`src/rtl/serial_fa_sequencer_if.sv`:
```
// Handshake and FA-side bundle for the bit-serial adder sequencer.
// slave = sequencer view, master = requester/consumer/FA view.
interface serial_fa_sequencer_if #(
  parameter int WIDTH = 4
) ();
  logic             in_valid;
  logic             in_ready;
  logic [WIDTH-1:0] in_a;
  logic [WIDTH-1:0] in_b;
  logic             in_cin;
  logic             fa_a;
  logic             fa_b;
  logic             fa_cin;
  logic             fa_s;
  logic             fa_cout;
  logic             out_valid;
  logic             out_ready;
  logic [WIDTH-1:0] out_sum;
  logic             out_cout;

  modport slave (
    input  in_valid, in_a, in_b, in_cin,
    input  fa_s, fa_cout, out_ready,
    output in_ready, fa_a, fa_b, fa_cin,
    output out_valid, out_sum, out_cout
  );

  modport master (
    output in_valid, in_a, in_b, in_cin,
    output fa_s, fa_cout, out_ready,
    input  in_ready, fa_a, fa_b, fa_cin,
    input  out_valid, out_sum, out_cout
  );
endinterface

```
`src/rtl/serial_fa_sequencer.sv`:
```
// Bit-serial add sequencer around an external single-bit full adder.
// LSB-first operand feed, carry looped through a register.
module serial_fa_sequencer #(
  parameter int WIDTH = 4
) (
  input  logic                  clk,
  input  logic                  rst,
  serial_fa_sequencer_if.slave  bus
);
  localparam int CW = (WIDTH > 1) ? $clog2(WIDTH) : 1;

  typedef enum logic [1:0] {
    IDLE,
    RUN,
    DONE
  } state_t;

  state_t           state;
  logic [WIDTH-1:0] a_sh;
  logic [WIDTH-1:0] b_sh;
  logic [WIDTH-2:0] sum_sh;
  logic             carry;
  logic [CW-1:0]    cnt;
  logic [WIDTH-1:0] sum_next;
  logic             run;

  // New sum bit enters from the MSB side; after WIDTH shifts bit i is sum bit i.
  assign sum_next = {bus.fa_s, sum_sh};
  assign run      = (state == RUN);

  assign bus.in_ready = (state == IDLE);

  // FA inputs are only driven while a request is being serialised.
  always_comb begin
    bus.fa_a   = 1'b0;
    bus.fa_b   = 1'b0;
    bus.fa_cin = 1'b0;
    if (run) begin
      bus.fa_a   = a_sh[0];
      bus.fa_b   = b_sh[0];
      bus.fa_cin = carry;
    end
  end

  // Control FSM with operand/sum shifters and registered result outputs.
  always_ff @(posedge clk) begin
    if (rst) begin
      state         <= IDLE;
      a_sh          <= '0;
      b_sh          <= '0;
      sum_sh        <= '0;
      carry         <= 1'b0;
      cnt           <= '0;
      bus.out_valid <= 1'b0;
      bus.out_sum   <= '0;
      bus.out_cout  <= 1'b0;
    end else begin
      case (state)
        IDLE: begin
          if (bus.in_valid) begin
            a_sh  <= bus.in_a;
            b_sh  <= bus.in_b;
            carry <= bus.in_cin;
            cnt   <= '0;
            state <= RUN;
          end
        end
        RUN: begin
          sum_sh <= sum_next[WIDTH-1:1];
          carry  <= bus.fa_cout;
          a_sh   <= a_sh >> 1;
          b_sh   <= b_sh >> 1;
          cnt    <= cnt + 1'b1;
          if (cnt == CW'(WIDTH - 1)) begin
            bus.out_sum   <= sum_next;
            bus.out_cout  <= bus.fa_cout;
            bus.out_valid <= 1'b1;
            state         <= DONE;
          end
        end
        DONE: begin
          if (bus.out_ready) begin
            bus.out_valid <= 1'b0;
            state         <= IDLE;
          end
        end
        default: begin
          bus.out_valid <= 1'b0;
          state         <= IDLE;
        end
      endcase
    end
  end
endmodule

```
`src/flat_wrapper.sv`:
```
// flat-port wrapper written by rule: the top's interface ports become plain ports
module serial_fa_sequencer_flat 
#(
  parameter int WIDTH = 4
)
  (clk, rst, bus_in_valid, bus_in_a, bus_in_b, bus_in_cin, bus_fa_s, bus_fa_cout, bus_out_ready, bus_in_ready, bus_fa_a, bus_fa_b, bus_fa_cin, bus_out_valid, bus_out_sum, bus_out_cout);
  serial_fa_sequencer_if #(.WIDTH(WIDTH)) bus_i ();
  input  logic clk;
  input  logic rst;
  input wire logic [$bits(bus_i.in_valid)-1:0] bus_in_valid;
  input wire logic [$bits(bus_i.in_a)-1:0] bus_in_a;
  input wire logic [$bits(bus_i.in_b)-1:0] bus_in_b;
  input wire logic [$bits(bus_i.in_cin)-1:0] bus_in_cin;
  input wire logic [$bits(bus_i.fa_s)-1:0] bus_fa_s;
  input wire logic [$bits(bus_i.fa_cout)-1:0] bus_fa_cout;
  input wire logic [$bits(bus_i.out_ready)-1:0] bus_out_ready;
  output wire logic [$bits(bus_i.in_ready)-1:0] bus_in_ready;
  output wire logic [$bits(bus_i.fa_a)-1:0] bus_fa_a;
  output wire logic [$bits(bus_i.fa_b)-1:0] bus_fa_b;
  output wire logic [$bits(bus_i.fa_cin)-1:0] bus_fa_cin;
  output wire logic [$bits(bus_i.out_valid)-1:0] bus_out_valid;
  output wire logic [$bits(bus_i.out_sum)-1:0] bus_out_sum;
  output wire logic [$bits(bus_i.out_cout)-1:0] bus_out_cout;
  assign bus_i.in_valid = bus_in_valid;
  assign bus_i.in_a = bus_in_a;
  assign bus_i.in_b = bus_in_b;
  assign bus_i.in_cin = bus_in_cin;
  assign bus_i.fa_s = bus_fa_s;
  assign bus_i.fa_cout = bus_fa_cout;
  assign bus_i.out_ready = bus_out_ready;
  assign bus_in_ready = bus_i.in_ready;
  assign bus_fa_a = bus_i.fa_a;
  assign bus_fa_b = bus_i.fa_b;
  assign bus_fa_cin = bus_i.fa_cin;
  assign bus_out_valid = bus_i.out_valid;
  assign bus_out_sum = bus_i.out_sum;
  assign bus_out_cout = bus_i.out_cout;
  serial_fa_sequencer #(.WIDTH(WIDTH)) u_core (.clk(clk), .rst(rst), .bus(bus_i));
endmodule
```
`config.mk`:
```
export PLATFORM = sky130hd
export DESIGN_NAME = serial_fa_sequencer_flat
export DESIGN_NICKNAME = d
export VERILOG_FILES = /design/src/rtl/serial_fa_sequencer_if.sv /design/src/rtl/serial_fa_sequencer.sv /design/src/flat_wrapper.sv
export SDC_FILE = /design/constraint.sdc
export NUM_CORES = 1
export LEC_CHECK = 0
export CAP_MARGIN = 20
export CELL_PAD_IN_SITES_DETAIL_PLACEMENT = 1
export CELL_PAD_IN_SITES_GLOBAL_PLACEMENT = 2
export CORE_MARGIN = 5
export CORE_UTILIZATION = 27
export DETAILED_ROUTE_END_ITERATION = 12
export HOLD_SLACK_MARGIN = 0.03
export PLACE_DENSITY = 0.82
export SYNTH_ARGS = -nofsm -noshare
export SYNTH_HDL_FRONTEND = slang
export SYNTH_SLANG_ARGS = --single-unit
```
`constraint.sdc`:
```
create_clock -name clk -period 1.3 [get_ports clk]
set_input_delay 0.26 -clock clk [delete_from_list [all_inputs] [get_ports clk]]
set_output_delay 0.26 -clock clk [all_outputs]
set_load 0.02 [all_outputs]
```
==> results.py, run 1 <==
metrics = {
    "worst_setup_path": {
        "start_kind": "flop",
        "cp.arrival_ps": 1100,
        "crit_fanout": 4,
        "cp_data_required_time_ps": 1040,
        "path_class": "flop to output pin",
        "reg2reg_depth": 5,
        "cp_cell_sequence": "nor2b_4 -> and2_4 -> buf_6",
        "end_kind": "output pin",
        "critPathSlowestCell": "dfxtp_4",
        "cpPeakStageDelay_ps": 390,
    },
    "sta": {
        "clock_skew_ps": 4.25,
        "fmaxAchievable_ghz": 0.738,
        "finalMaxSlewViolations": 0,
        "post-route-period-util_pct": 104,
        "rsz0062_at_grt": "yes",
        "max-slew-margin-rel_pct": 82.6,
        "tightest_slew_ps": 261,
        "layout_setup_ws_ps": -55.0,
        "final-hold-violation-count": 0,
        "post-route-min-period_ps": 1360,
        "setup_violations": 4,
    },
    "grt": {
        "grt_pass1_wl_um": 3800,
        "grt_max_degree": 23,
        "overflow": 0,
        "grt_pass1_vias": 844,
        "antenna_found_initial": 0,
        "gr-usage-all-layers_pct": 11.1,
    },
    "detailed_routing": {
        "avgRoutedWirePerCell_um": 12.7,
        "drc": 0,
        "num_vias": 878,
        "ant_nets": 0,
        "routed_wl_um": 2400,
        "drt_pass1_iterations": 4,
        "via_per_inst": 4.65,
        "first_iter_violations": 56,
    },
    "placement": {
        "dpl.hpwl_um": 1760,
        "io_buffers": 24,
        "gp_congestion": 0.680,
        "placed_cells": 186,
    },
    "logic_synthesis": {
        "synthSimpleGateAreaFrac_pct": 16.8,
        "synthMostInstantiatedCell": "dfxtp_1",
        "synth_top_family_by_area": "compound AO/OA/AOI/OAI gates",
        "synth_top_area_share_pct": 47.4,
        "ys_types": 23,
        "yosys-top-cells-count": "22 x dfxtp_1, 18 x a21oi_1, 13 x nand2_1",
        "yosys-top-cells-area": "dfxtp_1 47%, a21oi_1 9.7%, o221a_1 8.5%",
        "synthAdderAreaFrac_pct": 1.35,
        "syn_area_sq_um": 928,
        "ys_seq_area_share_pct": 47.4,
        "synth_edf_count": 0,
        "synthCells": 108,
        "yosys.area.top_type": "dfxtp_1",
        "async_flop_share_pct": 0,
        "muxShareOfSynthArea_pct": 2.16,
        "synth_compound_area_share_pct": 24.7,
        "syn_area_per_cell_sq_um": 8.60,
        "yosysWarnings": 0,
        "synth_flop_cell": "dfxtp_1",
        "syn-num-nets": 124,
        "synthXorXnorAreaFrac_pct": 0,
        "synth_seq_cells": 22,
    },
    "cts": {
        "htreeDepth": 1,
        "clock_tree.root_cell": "clkbuf_4",
        "cts_made_buffers": 3,
        "clockBufferDepth": 2,
        "path_clk_slew_ps": 120,
        "clock-sinks": 22,
        "tritoncts": "done",
        "clk_latency_ps": 300,
    },
    "final_layout": {
        "antenna_cells": 0,
        "nNetsFinal": 161,
        "seq_area_sq_um": 448,
        "area.growth.synth_to_final_pct": 48.9,
        "multiInputGateArea_sq_um": 450,
        "fillers": 415,
        "stdcell_count": 189,
        "final_core_utilization_pct": 41.4,
        "drive_gt1_share_pct": 22.4,
    },
    "floorplan": {
        "die_area_sq_um": 4710,
        "fp-row-count": 21,
        "die_w_um": 68.6,
        "start_util_pct": 27.8,
        "die_h_um": 68.6,
        "design.core.area_sq_um": 3340,
        "io_pins": 25,
    },
    "status": {
        "status": "finished with violations",
        "violations": "negative setup slack",
    },
    "hold_path": {
        "hp-class": "flop to flop",
        "holdPathStages": 2,
    },
    "flow_run": {
        "max_cap_violations": 0,
    },
    "pwr": {
        "leakagePower_nw": 0.533,
        "peakVddDrop_uv": 299,
        "power.density_nw_per_um2": 916,
    },
}
placed cells by master (no fill, tap or decap), types with 2 or more instances in the layout:
cell type	instances
buf_6	4
nor2_4	2
nand3_1	5
clkbuf_4	3
nor2_1	6
o22a_1	2
dfxtp_4	2
a32oi_1	2
clkdlybuf4s50_1	14
a21oi_1	18
nand2_1	13
dfxtp_1	20
dlygate4sd2_1	2
inv_1	9
clkdlybuf4s15_1	3
o221a_1	7
mux2i_1	2
buf_4	15
worst max-delay path, delay by kind of cell (launching register included):
| family | cells | cell delay (ps) |
|---|---|---|
| simple gates | 2 | 300 |
| flops | 1 | 390 |
| buf+inv | 1 | 110 |
flip-flops by register name, summed over array words and instances (netlist names):
| name | count |
|---|---|
| u_core.cnt | 2 |
| u_core.carry | 1 |
| u_core.bus.out_valid | 1 |
| u_core.bus.out_cout | 1 |
| u_core.bus.out_sum | 4 |
| u_core.a_sh | 4 |
| u_core.state | 2 |
| u_core.b_sh | 4 |
| u_core.sum_sh | 3 |
final cells by class:
cell class,instances,area share [%]
flip-flops and latches,22,32.4
multi-input cells,69,32.6
repair buffers,40,26.8
clock buffers,3,1.63
well taps,46,4.16
inverters,9,2.44
what timing repair did:
action                                  CTS  global route
hold buffers                              0             0
gates cloned                              0             0
endpoints found under the setup margin   10             8
pin swaps                                 0             1
resized for setup                        29            18
setup buffers                             0             0
per-stage QoR:
stage | area (sq um) | setup slack (ps) | power, mW | hold WS [ps] | setup TNS (ps)
4_1_cts | 1340 | -127 | 1.28 | 469 | -384
3_3_place_gp | 1320 | -209 | 0.963 | 443 | -2630
5_1_grt | 1380 | -106 | 1.34 | 491 | -345
6_report | 1380 | -55.0 | 1.27 | 463 | -137
2_1_floorplan | 928 | 44.6 | 0.845 | 396 | 0
3_5_place_dp | 1320 | -232 | 0.968 | 454 | -2920
power by group:
group | leakage, nW | internal (mW) | switching, mW
clock network | 0.0138 | 0.108 | 0.196
registers | 0.181 | 0.703 | 0.0202
logic | 0.338 | 0.136 | 0.103
final timing paths:
check	startpoint	slack, ps	end
setup / recovery	u_core.state[0]	-60	bus_fa_b
hold / removal	u_core.bus.out_sum[3]	460	u_core.bus.out_sum[3]
setup reg to reg	u_core.state[0]	50	u_core.a_sh[1]
hold reg to reg	u_core.bus.out_sum[3]	460	u_core.bus.out_sum[3]
metal layers:
| layer | GRT usage [%] | routed length (um) |
|---|---|---|
| met3 | 1.94 | 69 |
| met4 | 7.44 | 64 |
| met2 | 17.2 | 1140 |
| met5 | 0 | 0 |
| met1 | 13.9 | 1130 |
logic make-up (layout without fill, tap and decap cells):
| family | count (synthesis) | after routing |
|---|---|---|
| adders and majority gates | 1 | 1 |
| buffers and inverters | 17 | 52 |
| DFF | 22 | 22 |
| AOI/OAI and AO/OA | 32 | 32 |
| muxes | 2 | 2 |
| and+or+nand+nor | 34 | 34 |
(Power assumes the default switching activity.)
==> run 2, diff against run 1 <==
Settings changed: CTS_BUF_LIST set to sky130_fd_sc_hd__clkbuf_8 sky130_fd_sc_hd__clkbuf_16.
==> run 2 against run 1 <==
  * The run now ends clean
  * Sequential power about the same
  * Utilization increased by 0.23 points
  * Design area is 0.54% higher
  * Critical path depth did not move
  * Cell count did not move
  * Sequential cell count did not move
  * Combinational power about the same
  * Clock power increased by 38%
  * Setup slack better by 66 ps
  * Non-clock buffer count unchanged
  * Count of clock-buffer cells in the layout stayed put
  * Critical path type unchanged
==> results.py, run 2 (synthesized netlist as in run 1, its figures left out) <==
metrics = {
    "final_layout": {
        "antenna_cells": 0,
        "nNetsFinal": 161,
        "final_cell_area_sq_um": 1390,
        "area.growth.synth_to_final_pct": 49.7,
        "seq_area_sq_um": 445,
        "most-common-layout-cells": "20 x dfxtp_1, 18 x a21oi_1, 17 x buf_4",
        "final_common_cell": "dfxtp_1",
        "layout_top_registers": "u_core.a_sh: 4 flops, u_core.b_sh: 4 flops, u_core.bus.out_sum: 4 flops",
        "multiInputGateArea_sq_um": 449,
        "drive_gt1_share_pct": 22.4,
        "fillers": 404,
    },
    "sta": {
        "final-hold-violation-count": 0,
        "rsz0062_at_grt": "yes",
        "finalMaxSlewViolations": 0,
        "whs_ps": 458,
        "post-route-period-util_pct": 99.2,
        "timing.setup.tns_ps": 0,
        "max-slew-margin-rel_pct": 82.3,
        "setup_violations": 0,
        "clock_skew_ps": 6.63,
        "fmaxAchievable_ghz": 0.776,
        "tightest_slew_ps": 265,
        "post-route-min-period_ps": 1290,
    },
    "worst_setup_path": {
        "cp_cell_sequence": "nor2b_4 -> and2_4 -> buf_6",
        "start_kind": "flop",
        "path_class": "flop to output pin",
        "crit_path_start": "u_core.state[0]",
        "reg2reg_depth": 5,
        "cp_data_required_time_ps": 1040,
        "cpPeakStageDelay_ps": 380,
        "reg2reg_from": "u_core.state[0]",
        "crit_fanout": 4,
        "cp.arrival_ps": 1030,
        "critPathSlowestCell": "dfxtp_4",
        "end_kind": "output pin",
    },
    "pwr": {
        "power.density_nw_per_um2": 994,
        "leakagePower_nw": 0.558,
        "totalPowerFinal_mw": 1.38,
        "peakVddDrop_uv": 323,
    },
    "floorplan": {
        "die_w_um": 68.6,
        "io_pins": 25,
        "design.core.area_sq_um": 3340,
        "fp-row-count": 21,
        "die_area_sq_um": 4710,
        "start_util_pct": 27.8,
        "die_h_um": 68.6,
    },
    "placement": {
        "placed_cell_area_sq_um": 1320,
        "io_buffers": 24,
        "dpl.hpwl_um": 1760,
        "gp_congestion": 0.680,
    },
    "cts": {
        "clk_latency_ps": 260,
        "clock_tree.root_cell": "clkbuf_8",
        "tritoncts": "done",
        "cts_made_buffers": 3,
        "path_clk_slew_ps": 80,
        "hold_buffers": 0,
        "htreeDepth": 1,
        "clockBufferDepth": 2,
        "clock-sinks": 22,
        "post-cts-setup-buffer-count": 0,
    },
    "grt": {
        "grt_max_degree": 23,
        "gr-usage-all-layers_pct": 10.8,
        "antenna_found_initial": 0,
        "overflow": 0,
        "grt_pass1_vias": 848,
        "grt_pass1_wl_um": 3770,
    },
    "hold_path": {
        "min_from": "u_core.bus.out_sum[3]",
        "hp-class": "flop to flop",
        "holdPathStages": 2,
    },
    "detailed_routing": {
        "drt_pass1_iterations": 4,
        "avgRoutedWirePerCell_um": 12.6,
        "via_per_inst": 4.62,
        "num_vias": 873,
        "first_iter_violations": 56,
        "routed_wl_um": 2370,
        "drc": 0,
        "ant_nets": 0,
    },
    "flow_run": {
        "max_cap_violations": 0,
    },
    "status": {
        "status": "finished clean",
    },
}
run 2: cell count changes in the layout (fill, tap and decap cells not counted), sizes merged:
cell	before	now
clkdlybuf4s15	3	0
clkbuf	4	3
dlygate4sd2	2	6
run 2: worst paths after layout:
kind,slack (ps),to
worst max register to register,80,u_core.b_sh[1]
worst min-delay path,460,u_core.bus.out_sum[3]
worst min register to register,460,u_core.bus.out_sum[3]
worst max-delay path,10,bus_fa_b
run 2: layout make-up:
cell class	instances	area share, %
Tap cell	46	4.14
Multi-Input combinational cell	69	32.3
Timing Repair Buffer	40	26.1
Inverter	9	2.43
Clock buffer	3	2.97
Sequential cell	22	32.0
run 2: per-layer routing:
| metal | track usage (%) | routed length (um) | vias to the layer above |
|---|---|---|---|
| li1 | - | - | 446 |
| met1 | 14.1 | 1140 | 408 |
| met2 | 16.9 | 1110 | 14 |
| met3 | 1.46 | 75 | 5 |
| met4 | 5.96 | 53 | 0 |
| met5 | 0 | 0 | - |
run 2: power by group:
group	total, mW	leakage (nW)	internal, mW	switching (mW)
logic	0.236	0.356	0.135	0.101
clock network	0.420	0.0216	0.207	0.213
registers	0.725	0.181	0.705	0.0202
total	1.38	0.558	1.05	0.334
run 2: per-stage QoR:
step / setup WS (ps) / std cells / util [%]
floorplan: 44.6 / 108 / -
global placement: -209 / 186 / 39.6
detailed placement: -232 / 186 / 39.6
CTS: -59.4 / 189 / 40.6
global route: -36.1 / 189 / 41.7
finish: 10.5 / 189 / 41.7
run 2: critical path: cells and delay by family (launching register included):
family        cells  cell delay (ps)
buf+inv           1              110
flops             1              380
simple gates      2              290
run 2: what timing repair did:
action                     4_1_cts  5_1_grt
setup endpoints to repair       10       10
gates resized for setup         28       11
pin swaps                        0        2
